[config.mk]
export PLATFORM = sky130hd
export DESIGN_NAME = uart_cmd_controller_flat
export DESIGN_NICKNAME = d
export VERILOG_FILES = /design/src/rtl/uart_cmd_pkg.sv /design/src/rtl/uart_cmd_if.sv /design/src/rtl/rx_timeout_timer.sv /design/src/rtl/uart_cmd_controller.sv /design/src/flat_wrapper.sv
export SDC_FILE = /design/constraint.sdc
export NUM_CORES = 1
export LEC_CHECK = 0
export BUFFER_PORTS_ARGS = -buffer_cell sky130_fd_sc_hd__buf_4
export CAP_MARGIN = 0
export CELL_PAD_IN_SITES_DETAIL_PLACEMENT = 0
export CELL_PAD_IN_SITES_GLOBAL_PLACEMENT = 1
export CORE_MARGIN = 2
export CORE_UTILIZATION = 51
export CTS_CLUSTER_SIZE = 25
export DETAILED_ROUTE_END_ITERATION = 6
export PLACE_DENSITY_LB_ADDON = 0.1
export SLEW_MARGIN = 20
export SYNTH_ARGS = -nofsm -noshare
export SYNTH_HDL_FRONTEND = slang
export SYNTH_HIERARCHICAL = 1
export SYNTH_SLANG_ARGS = --single-unit
[constraint.sdc]
create_clock -name clock -period 4.7 [get_ports clock]
set_clock_uncertainty 0.15 [all_clocks]
set_input_delay 0.94 -clock clock [delete_from_list [all_inputs] [get_ports clock]]
set_output_delay 0.94 -clock clock [all_outputs]
set_load 0.05 [all_outputs]
[src/rtl/uart_cmd_pkg.sv]
`default_nettype none
// ============================================================================
// Package : uart_cmd_pkg
// Brief   : Shared state encoding, error codes and checksum for the command link
// Rev     : 1.0  initial release
// ============================================================================
package uart_cmd_pkg;

    typedef enum logic [2:0] {
        IDLE    = 3'd0,
        GET_OP  = 3'd1,
        GET_X   = 3'd2,
        GET_Y   = 3'd3,
        GET_CHK = 3'd4
    } state_t;

    localparam logic [1:0] ERR_OVERRUN = 2'd0;
    localparam logic [1:0] ERR_CHKSUM  = 2'd1;
    localparam logic [1:0] ERR_RANGE   = 2'd2;
    localparam logic [1:0] ERR_TIMEOUT = 2'd3;

    localparam logic [7:0] DEFAULT_SOF_BYTE = 8'hA5;

    function automatic logic [7:0] packetChecksum(input logic [7:0] op,
                                                  input logic [7:0] x,
                                                  input logic [7:0] y);
        return op ^ x ^ y;
    endfunction

endpackage
`default_nettype wire

[src/rtl/uart_cmd_if.sv]
`default_nettype none
// ============================================================================
// Interface : uart_cmd_if
// Brief     : Receiver byte input, command holding-register handshake and status
// Rev       : 1.0  initial release
// ============================================================================
interface uart_cmd_if;

    logic       rx_data_ready;
    logic [7:0] rx_data;
    logic       cmd_valid;
    logic       cmd_ready;
    logic [7:0] cmd_op;
    logic [3:0] cmd_x;
    logic [3:0] cmd_y;
    logic       err_pulse;
    logic [1:0] err_code;
    logic       busy;

    modport master (
        input  rx_data_ready, rx_data, cmd_ready,
        output cmd_valid, cmd_op, cmd_x, cmd_y, err_pulse, err_code, busy
    );

    modport slave (
        output rx_data_ready, rx_data, cmd_ready,
        input  cmd_valid, cmd_op, cmd_x, cmd_y, err_pulse, err_code, busy
    );

endinterface
`default_nettype wire

[src/rtl/rx_timeout_timer.sv]
`default_nettype none
// ============================================================================
// Module : rx_timeout_timer
// Brief  : Inter-byte watchdog; pulses expired on the cycle the limit is reached
// Rev    : 1.0  initial release
// ============================================================================
module rx_timeout_timer #(
    parameter int TIMEOUT_CYCLES = 500000
) (
    input  wire logic clock,
    input  wire logic reset_n,
    input  wire logic clear,
    input  wire logic enable,
    output logic      expired
);

    localparam int                 c_WIDTH = $clog2(TIMEOUT_CYCLES + 1);
    localparam logic [c_WIDTH-1:0] c_LAST  = c_WIDTH'(TIMEOUT_CYCLES - 1);

    logic [c_WIDTH-1:0] r_count;

    // A byte arriving on the expiry cycle clears the count and suppresses expiry.
    assign expired = enable && !clear && (r_count == c_LAST);

    always_ff @(posedge clock or negedge reset_n) begin
        if (!reset_n) begin
            r_count <= '0;
        end else if (clear || !enable || expired) begin
            r_count <= '0;
        end else begin
            r_count <= r_count + 1'b1;
        end
    end

endmodule
`default_nettype wire

[src/rtl/uart_cmd_controller.sv]
`default_nettype none
// ============================================================================
// Module : uart_cmd_controller
// Brief  : Frames 5-byte command packets, validates them, holds one for game logic
// Rev    : 1.0  initial release
// ============================================================================
module uart_cmd_controller
    import uart_cmd_pkg::*;
#(
    parameter int         TIMEOUT_CYCLES = 500000,
    parameter int         GRID_SIZE      = 10,
    parameter logic [7:0] SOF_BYTE       = DEFAULT_SOF_BYTE
) (
    input  wire logic  clock,
    input  wire logic  reset_n,
    uart_cmd_if.master bus
);

    localparam logic [7:0] c_GRID_LIMIT = 8'(GRID_SIZE);

    state_t     r_state;
    state_t     w_nextState;
    logic [7:0] r_shadowOp;
    logic [7:0] r_shadowX;
    logic [7:0] r_shadowY;
    logic       r_cmdValid;
    logic [7:0] r_cmdOp;
    logic [3:0] r_cmdX;
    logic [3:0] r_cmdY;
    logic       r_errPulse;
    logic [1:0] r_errCode;
    logic       r_busy;
    logic       w_timerExpired;
    logic       w_accept;
    logic       w_load;
    logic       w_errFire;
    logic [1:0] w_errCode;

    rx_timeout_timer #(
        .TIMEOUT_CYCLES (TIMEOUT_CYCLES)
    ) u_timer (
        .clock   (clock),
        .reset_n (reset_n),
        .clear   (bus.rx_data_ready),
        .enable  (r_state != IDLE),
        .expired (w_timerExpired)
    );

    assign w_accept = r_cmdValid && bus.cmd_ready;

    always_ff @(posedge clock or negedge reset_n) begin
        if (!reset_n) begin
            r_state <= IDLE;
        end else begin
            r_state <= w_nextState;
        end
    end

    always_comb begin
        w_nextState = r_state;
        w_load      = 1'b0;
        w_errFire   = 1'b0;
        w_errCode   = ERR_OVERRUN;
        if (bus.rx_data_ready) begin
            case (r_state)
                IDLE:    if (bus.rx_data == SOF_BYTE) w_nextState = GET_OP;
                GET_OP:  w_nextState = GET_X;
                GET_X:   w_nextState = GET_Y;
                GET_Y:   w_nextState = GET_CHK;
                GET_CHK: begin
                    w_nextState = IDLE;
                    if (packetChecksum(r_shadowOp, r_shadowX, r_shadowY) != bus.rx_data) begin
                        w_errFire = 1'b1;
                        w_errCode = ERR_CHKSUM;
                    end else if (r_shadowX >= c_GRID_LIMIT || r_shadowY >= c_GRID_LIMIT) begin
                        w_errFire = 1'b1;
                        w_errCode = ERR_RANGE;
                    end else if (!r_cmdValid || w_accept) begin
                        w_load = 1'b1;
                    end else begin
                        w_errFire = 1'b1;
                        w_errCode = ERR_OVERRUN;
                    end
                end
                default: w_nextState = IDLE;
            endcase
        end else if (w_timerExpired) begin
            w_nextState = IDLE;
            w_errFire   = 1'b1;
            w_errCode   = ERR_TIMEOUT;
        end
    end

    always_ff @(posedge clock or negedge reset_n) begin
        if (!reset_n) begin
            r_shadowOp <= '0;
            r_shadowX  <= '0;
            r_shadowY  <= '0;
        end else if (bus.rx_data_ready) begin
            if (r_state == GET_OP) r_shadowOp <= bus.rx_data;
            if (r_state == GET_X)  r_shadowX  <= bus.rx_data;
            if (r_state == GET_Y)  r_shadowY  <= bus.rx_data;
        end
    end

    // A commit on the acceptance cycle refills the holding register back-to-back.
    always_ff @(posedge clock or negedge reset_n) begin
        if (!reset_n) begin
            r_cmdValid <= 1'b0;
            r_cmdOp    <= '0;
            r_cmdX     <= '0;
            r_cmdY     <= '0;
            r_errPulse <= 1'b0;
            r_errCode  <= '0;
            r_busy     <= 1'b0;
        end else begin
            if (w_load) begin
                r_cmdValid <= 1'b1;
                r_cmdOp    <= r_shadowOp;
                r_cmdX     <= r_shadowX[3:0];
                r_cmdY     <= r_shadowY[3:0];
            end else if (w_accept) begin
                r_cmdValid <= 1'b0;
            end
            r_errPulse <= w_errFire;
            if (w_errFire) r_errCode <= w_errCode;
            r_busy <= (w_nextState != IDLE);
        end
    end

    assign bus.cmd_valid = r_cmdValid;
    assign bus.cmd_op    = r_cmdOp;
    assign bus.cmd_x     = r_cmdX;
    assign bus.cmd_y     = r_cmdY;
    assign bus.err_pulse = r_errPulse;
    assign bus.err_code  = r_errCode;
    assign bus.busy      = r_busy;

endmodule
`default_nettype wire

[src/flat_wrapper.sv]
// flat-port wrapper written by rule: the top's interface ports become plain ports
module uart_cmd_controller_flat import uart_cmd_pkg::*;
#(
    parameter int         TIMEOUT_CYCLES = 500000,
    parameter int         GRID_SIZE      = 10,
    parameter logic [7:0] SOF_BYTE       = DEFAULT_SOF_BYTE
)
  (clock, reset_n, bus_rx_data_ready, bus_rx_data, bus_cmd_ready, bus_cmd_valid, bus_cmd_op, bus_cmd_x, bus_cmd_y, bus_err_pulse, bus_err_code, bus_busy);
  uart_cmd_if bus_i ();
  input  wire logic clock;
  input  wire logic reset_n;
  input wire logic [$bits(bus_i.rx_data_ready)-1:0] bus_rx_data_ready;
  input wire logic [$bits(bus_i.rx_data)-1:0] bus_rx_data;
  input wire logic [$bits(bus_i.cmd_ready)-1:0] bus_cmd_ready;
  output wire logic [$bits(bus_i.cmd_valid)-1:0] bus_cmd_valid;
  output wire logic [$bits(bus_i.cmd_op)-1:0] bus_cmd_op;
  output wire logic [$bits(bus_i.cmd_x)-1:0] bus_cmd_x;
  output wire logic [$bits(bus_i.cmd_y)-1:0] bus_cmd_y;
  output wire logic [$bits(bus_i.err_pulse)-1:0] bus_err_pulse;
  output wire logic [$bits(bus_i.err_code)-1:0] bus_err_code;
  output wire logic [$bits(bus_i.busy)-1:0] bus_busy;
  assign bus_i.rx_data_ready = bus_rx_data_ready;
  assign bus_i.rx_data = bus_rx_data;
  assign bus_i.cmd_ready = bus_cmd_ready;
  assign bus_cmd_valid = bus_i.cmd_valid;
  assign bus_cmd_op = bus_i.cmd_op;
  assign bus_cmd_x = bus_i.cmd_x;
  assign bus_cmd_y = bus_i.cmd_y;
  assign bus_err_pulse = bus_i.err_pulse;
  assign bus_err_code = bus_i.err_code;
  assign bus_busy = bus_i.busy;
  uart_cmd_controller #(.TIMEOUT_CYCLES(TIMEOUT_CYCLES), .GRID_SIZE(GRID_SIZE), .SOF_BYTE(SOF_BYTE)) u_core (.clock(clock), .reset_n(reset_n), .bus(bus_i));
endmodule
# == Word level (Yosys, flattened, before mapping) ==
# Cells that the tools add are included.
# W data, S select, Z words.
# word_totals
reg_bits,67
out_inout_bits,21
elab_cells,64
# op_classes
n_addsub,1
magnitude_cmp,2
n_eq_ne,7
n_mux,23
bitwise_logic,2
reduce_logical,17
# ops
operator,count
$add A19 B1 Y19 const B,1
$eq A19 B19 Y1 const B,1
$mux W19,1
$ge A8 B4 Y1 const B,2
$xor A8 B8 Y8,2
$mux W1,13
$pmux W3 S4,1
$mux W2,5
$mux W3,3
$eq A8 B8 Y1 const B,1
$ne A8 B8 Y1,1
$eq A3 B2 Y1 const B,2
$reduce_and A2 Y1,3
$reduce_bool A3 Y1,2
$logic_or A1 B1 Y1,4
$eq A3 B1 Y1 const B,1
$eq A3 B3 Y1 const B,1
$logic_and A1 B1 Y1,3
$logic_not A1 Y1,3
$logic_not A3 Y1,1
$reduce_bool A2 Y1,1

# == Logic depth before layout (Yosys ltp) ==
# Gate-level depths: netlist (run 1).
# logic_depth
word_depth,8
ltp_mapped,9

# == By module ==
# Netlist (run 1), hierarchy kept.
# modules_own_cells
module,instances,cells_per_inst,area_per_inst_um2,seq_area_each_um2
uart_cmd_controller,1,156,2167.1,1201.2
rx_timeout_timer,1,100,967.2,475.5

# == Worst setup path after synthesis (run 1) ==
# OpenSTA, ideal clock, no wires.
# synth_path
path_type,input to register
startpoint,input port bus_rx_data[7]
endpoint,"register u_core.r_cmdOp[0], in the netlist u_core/bus.cmd_op[0]"
setup_ns,0.128
arrival_ns,2.278
t_required_ns,4.422
path_slack_ns,2.145
cell_stages,6
path_cell_list,xor2_1 -> xnor2_1 -> nor4_4 -> nand4_4 -> buf_4 -> mux2_1
# synth_via
elab_chain_len,4
# synth_rtl
item,line_no,text
start: declaration,flat_wrapper.sv:13,input wire logic [$bits(bus_i.rx_data)-1:0] bus_rx_data;
$ne A8 B8 Y1,uart_cmd_controller.sv:72,"if (packetChecksum(r_shadowOp, r_shadowX, r_shadowY) != bus.rx_data) begin"
$mux W1,uart_cmd_controller.sv:72,
$mux W1,uart_cmd_controller.sv:65,case (r_state)
$mux W1,uart_cmd_controller.sv:64,if (bus.rx_data_ready) begin
end signal: assignment,uart_cmd_controller.sv:119,r_cmdOp <= r_shadowOp;
end: declaration,uart_cmd_controller.sv:27,logic [7:0] r_cmdOp;
# No other way between the ends.
# A chain may end at the register's enable or synchronous reset.

# == Worst setup path after layout (run 1) ==
# layout_path
startpoint,input port bus_rx_data[2]
endpoint,"register u_core.r_cmdOp[6], in the netlist u_core/bus.cmd_op[6]"
# Same word-level chain as after synthesis.

==> run metrics, run 1 <==
sequential area share after synthesis=0.535; static leakage=0.00167 uW; CTS tree=yes; synth warn=6; pwr/cell area=460 mW/mm^2; Inserted Diodes=0; Min-Delay Path Depth=1; HPWL Detailed=4000 microns; Tcrit/Tclk final=0.544; Pre-antenna DRT Iters=4; startpoint types=primary input; Starting Density=0.529; Post-Syn Area=0.00313 sq mm; Crit Path Category=primary input to flop; Tmin final=2.56 ns; cts hold-fix bufs=0; vias in the first global route=1935; most common cell after layout, fill and taps aside=dfrtp_1; # H-tree levels=3; Reg2Reg Depth=5; clock-pin slew on the worst setup and hold paths=0.07 ns; pins over their slew limit=0; worst hold path class=flop to flop; Unique masters post-synth=41; top cells by area, synth=dfrtp_1 (53%), mux2_1 (14%), xnor2_1 (6.7%); post-CTS sizing=0; clock buffer depth=2; Worst Max-Slew Pin Slew=0.985 ns; First DRT Iteration DRCs=73; Mapped Nets=269; RSZ-0062 raised after global routing=false; status=finished, final reports clean; Max-slew headroom=0.341; Remaining Overflow, GRT=0; DRC=0; via count=2033; Synth top area share=0.535; Worst Setup End Kind=flop; Placer Congestion=0.721; number of port buffers=32; number of vias per cell=5.44; routed length per instance=15.6 microns; antenna-violating nets left=0; Die Span Y=82.4 microns; synthesized flop and latch total=67; final wirelength=5850 microns; most frequent cells in the layout=dfrtp_1 (67), mux2_1 (40), buf_4 (33), xnor2_1 (24), nor2_1 (19); clock sinks=67; synthesized instance count=256; full die area=0.00679 sq mm; Achievable Freq=391 MHz; Fin Hold WS=0.337 ns; VDD IR max=0.226 mV; Max Cap Violations=0; cell accounting for the most synthesized area=dfrtp_1; Core Area=0.00592 sq mm; Final Setup Violations=0; Filler cells=515; io pins=33; area growth from synthesis to layout=15.0%; pin count of the biggest net entering global routing=68; die width=82.4 microns; GRT Resource Usage Total=0.193; setup bufs post-CTS=0; total negative slack=0 ns; Crit Path Max Fanout=16; initial antenna violation count=0; Worst EP required=4.75 ns; average size of a mapped cell=12.2 sq um; share of post-route cells with drive strength above 1=0.181; Inserted Clock Buffers=9; endpoints failing hold=0; Worst Path Arrival=2.61 ns; clk_lat worst skew=0.33 ns; nets@finish=309; first-pass GRT wire length=9690 microns; row cnt=28; CTS root buf=clkbuf_8
routing by layer:
metal | part of all wire | up-vias | wire [microns] | global-route usage
met5 | 0 | - | 0 | 0
met4 | 0.014 | 0 | 82 | 0.0850
met1 | 0.53 | 998 | 3100 | 0.294
met3 | 0.034 | 9 | 200 | 0.0391
li1 | - | 991 | - | -
met2 | 0.42 | 35 | 2470 | 0.263
final timing paths:
check	to	from	slack [ns]
max	u_core/bus.cmd_op[6]$_DFFE_PN0P_	bus_rx_data[2]	2.14
min in group asynchronous	u_core/bus.cmd_valid$_DFFE_PN0P_	reset_n	0.56
min	u_core/u_timer/r_count[0]$_DFF_PN0_	u_core/u_timer/r_count[0]$_DFF_PN0_	0.34
max in group asynchronous	u_core/u_timer/r_count[6]$_DFF_PN0_	reset_n	3.29
max reg2reg	u_core/bus.cmd_op[6]$_DFFE_PN0P_	u_core/r_shadowX[5]$_DFFE_PN0P_	2.28
min reg2reg	u_core/u_timer/r_count[0]$_DFF_PN0_	u_core/u_timer/r_count[0]$_DFF_PN0_	0.34
where the power goes:
group	internal (uW)	switching, uW
Clock	184	199
Combinational	225	269
Sequential	683	99.9
Total	1090	568
worst max-delay path: stages:
cell and delay, ns:
buf_4 0.13, xor2_1 0.17, xnor2_1 0.18, nor4_4 0.39, nand4_4 0.36, mux2_1 0.44
final cells by class:
class                           count  area [sq um]  share of cell area
Inverter                            6          22.5             0.00625
Tap cell                           75          93.8              0.0260
Clock buffer                       11           131              0.0364
Sequential cell                    67          1680               0.465
Multi-Input combinational cell    179          1420               0.393
Timing Repair Buffer               33           248              0.0687
Clock inverter                      3          17.5             0.00486
through the flow:
| step | power, uW | instance area [sq um] | cells | setup slack, ns | utilization |
|---|---|---|---|---|---|
| 2_1_floorplan | 1170 | 3130 | 256 | 2.14 | - |
| 3_3_place_gp | 1280 | 3460 | 360 | 1.82 | 0.584 |
| 3_5_place_dp | 1300 | 3460 | 360 | 1.76 | 0.584 |
| 4_1_cts | 1680 | 3600 | 374 | 2.12 | 0.609 |
| 5_1_grt | 1760 | 3600 | 374 | 2.06 | 0.609 |
| 6_report | 1660 | 3600 | 374 | 2.14 | 0.609 |
cell usage after synthesis (all sizes together):
cell / n
a21o: 1
nor2b: 4
o21ai: 7
nand2b: 2
o311ai: 1
o21a: 1
nand4b: 1
ha: 1
dfrtp: 67
and3: 2
nor2: 19
clkbuf: 2
nor4b: 1
nor4: 7
nor3: 3
buf: 2
inv: 6
a21oi: 7
nor4bb: 2
nand3: 8
xor2: 12
and2: 1
nand4: 6
xnor2: 24
a22oi: 1
and4: 2
mux2: 40
nand2: 12
or4: 4
o31ai: 3
or3: 5
a211o: 1
nand3b: 1
sequential cells by signal, indices dropped and copies added (netlist names), 2 cells and up:
name and flops:
u_core/r_shadowOp 8, u_core/bus.cmd_x 4, u_core/bus.err_code 2, u_core/r_state 3, u_core/bus.cmd_y 4, u_core/r_shadowY 8, u_core/u_timer/r_count 19, u_core/r_shadowX 8
u_core/bus.cmd_op 8
cell families (layout without fill, tap and decap cells):
group / count (synthesis) / count (layout) / synth area share
mux: 40 / 40 / 0.144
buf+inv: 10 / 53 / 0.0136
compound gates: 22 / 22 / 0.0447
fa+ha+maj: 1 / 1 / 0.00399
xor+xnor: 36 / 36 / 0.101
flops: 67 / 67 / 0.535
simple gates: 80 / 80 / 0.158
No activity file was read; power rests on OpenSTA's default activity.
==> inputs of run 2 (changes only) <==
CORE_UTILIZATION = 43   (was 51)
clock period = 2.1 ns   (was 4.7 ns; I/O delays follow)
==> run 2 against run 1 <==
  * Non-clock buffer count increased by 37
  * Global-route usage decreased by 0.67 points
  * Combinational power increased to 2.7 times the previous value
  * Sequential share of layout area decreased by 4.9 points
  * Clock-buffer cell count decreased by 2
  * Critical path depth unchanged
  * Setup slack got worse by 2.1 ns
  * Core utilization decreased by 4.5 points
==> run metrics, run 2 (synthesis results as in run 1) <==
status=finished, final reports clean; Remaining Overflow, GRT=0; row cnt=31; RSZ-0062 raised after global routing=true; Worst EP required=2.18 ns; io pins=33; Crit Path Category=flop to flop; HPWL Detailed=4600 microns; M1 wire length=3490 microns; clock buffer depth=2; endpoints failing hold=0; DRC=0; CP Launch Point=u_core/r_shadowY[0]$_DFFE_PN0P_; initial antenna violation count=0; pin count of the biggest net entering global routing=46; Final Setup Violations=0; vias in the first global route=2167; Worst Setup End Kind=flop; full die area=0.00799 sq mm; number of port buffers=32; delay-heaviest family, CP=simple AND/OR/NAND/NOR gates; Setup crit end=u_core/bus.cmd_op[1]$_DFFE_PN0P_; Tmin final=2.07 ns; VDD IR max=0.581 mV; first-pass GRT wire length=11100 microns; die width=89.4 microns; Top Metal Used=met4; worst setup margin=0.0318 ns; WL met2=2740 microns; max reg flops=19; # H-tree levels=3; area growth from synthesis to layout=28.5%; Tcrit/Tclk final=0.985; Combinational Power Share=0.327; Post-DP Area=0.00377 sq mm; number of vias per cell=5.01; most frequent cells in the layout=dfrtp_1 (67), buf_4 (66), mux2_1 (37), xnor2_1 (22), nor2_1 (19); antenna-violating nets left=0; clock sinks=67; max incr delay on CP=0.42 ns; clk_lat worst skew=0.35 ns; Biggest register=u_core/u_timer/r_count; total negative slack=0 ns; Switch Pwr=1420 uW; share of post-route cells with drive strength above 1=0.314; critical register-to-register path startpoint=u_core/r_shadowY[0]$_DFFE_PN0P_; Pre-antenna DRT Iters=4; static leakage=0.00188 uW; fin util=0.564; routed length per instance=14.9 microns; Worst Max-Slew Pin Slew=0.372 ns; Flop pwr share=0.439; Finished Cell Area=0.00403 sq mm; Die Span Y=89.4 microns; Achievable Freq=484 MHz; part of the power in the clock network=0.234; Crit path buffers/inverters=1; GRT Resource Usage Total=0.186; Worst path depth=6; Max Cap Violations=0; reg2reg setup slack=0.03 ns; Placer Congestion=0.756; Worst Path Arrival=2.15 ns; startpoint types=flop; WL met3=190 microns; Fin Hold WS=0.199 ns; crit-path cells=xor2_2 > xnor2_2 > nor4_4 > nand4_4 > buf_12 > mux2_1; Crit Path Max Fanout=13; CTS root buf=clkbuf_8; clock-pin slew on the worst setup and hold paths=0.08 ns; CTS tree=yes; nets@finish=346; via count=2188; Max-slew headroom=0.748; Inserted Clock Buffers=9; Reg2Reg Depth=6; R2R Path End=u_core/bus.cmd_op[1]$_DFFE_PN0P_; CP max-delay cell=dfrtp_1; Core Area=0.00714 sq mm; final wirelength=6530 microns; pwr/cell area=999 mW/mm^2; Sw Ratio=0.354; most common cell after layout, fill and taps aside=dfrtp_1; pre-CTS setup slack=-0.101 ns; pins over their slew limit=0; Inserted Diodes=0; First DRT Iteration DRCs=102; Int Pwr=2600 uW; Starting Density=0.439; worst hold path class=primary input to flop
==> run 2: cell count changes in the layout (fill, tap and decap cells not counted), moves of 2 or more <==
cell	delta
clkbuf_1	-2
mux2_1	-3
mux2_4	+3
or4_4	+2
xnor2_2	+2
buf_4	+33
nor4_1	-2
clkinvlp_4	+3
xnor2_1	-2
nor4_2	+2
buf_12	+2
or4_1	-2
==> run 2: routing by layer <==
| layer | track usage | vias up |
|---|---|---|
| met5 | 0 | - |
| met4 | 0.0841 | 0 |
| met3 | 0.0360 | 10 |
| li1 | - | 1062 |
| met2 | 0.253 | 31 |
| met1 | 0.285 | 1085 |
==> run 2: final cells by class <==
| type | instances | area (sq um) |
|---|---|---|
| multi-input cells | 179 | 1480 |
| clock inverters | 7 | 45.0 |
| fillers | 669 | 3110 |
| well taps | 99 | 124 |
| inverters | 6 | 22.5 |
| flip-flops and latches | 67 | 1680 |
| clock buffers | 9 | 124 |
| repair buffers | 70 | 557 |
==> run 2: through the flow <==
step	cells	total power, uW
2_1_floorplan	256	2620
3_3_place_gp	418	3020
3_5_place_dp	418	3040
4_1_cts	435	4000
5_1_grt	437	4260
6_report	437	4020
==> run 2: power by group through the flow <==
stage | Sequential (uW) | Combinational [uW] | Clock, uW
6_report | 1770 | 1320 | 942
5_1_grt | 1800 | 1440 | 1020
4_1_cts | 1750 | 1280 | 970
3_5_place_dp | 1780 | 1270 | 0
3_3_place_gp | 1770 | 1250 | 0
2_1_floorplan | 1760 | 856 | 0
==> run 2: worst min path at each step <==
stage	cells past startpoint	endpoint	from	slack (ns)
finish	2	u_core/r_shadowY[0]$_DFFE_PN0P_	bus_rx_data[0]	0.20
global route	2	u_core/r_shadowY[0]$_DFFE_PN0P_	bus_rx_data[0]	0.19
CTS	2	u_core/r_shadowY[0]$_DFFE_PN0P_	bus_rx_data[0]	0.18
detailed placement	1	u_core/bus.cmd_op[2]$_DFFE_PN0P_	reset_n	0.19
global placement	1	u_core/bus.cmd_op[2]$_DFFE_PN0P_	reset_n	0.19
floorplan	0	u_core/bus.busy$_DFF_PN0_	reset_n	-0.03
==> run 2: what timing repair did <==
item,4_1_cts,5_1_grt
hold buffers,1,0
gates resized for setup,0,13
endpoints found under the hold margin,22,0
buffers inserted,0,2
pin swaps,1,5
setup endpoints to repair,16,39
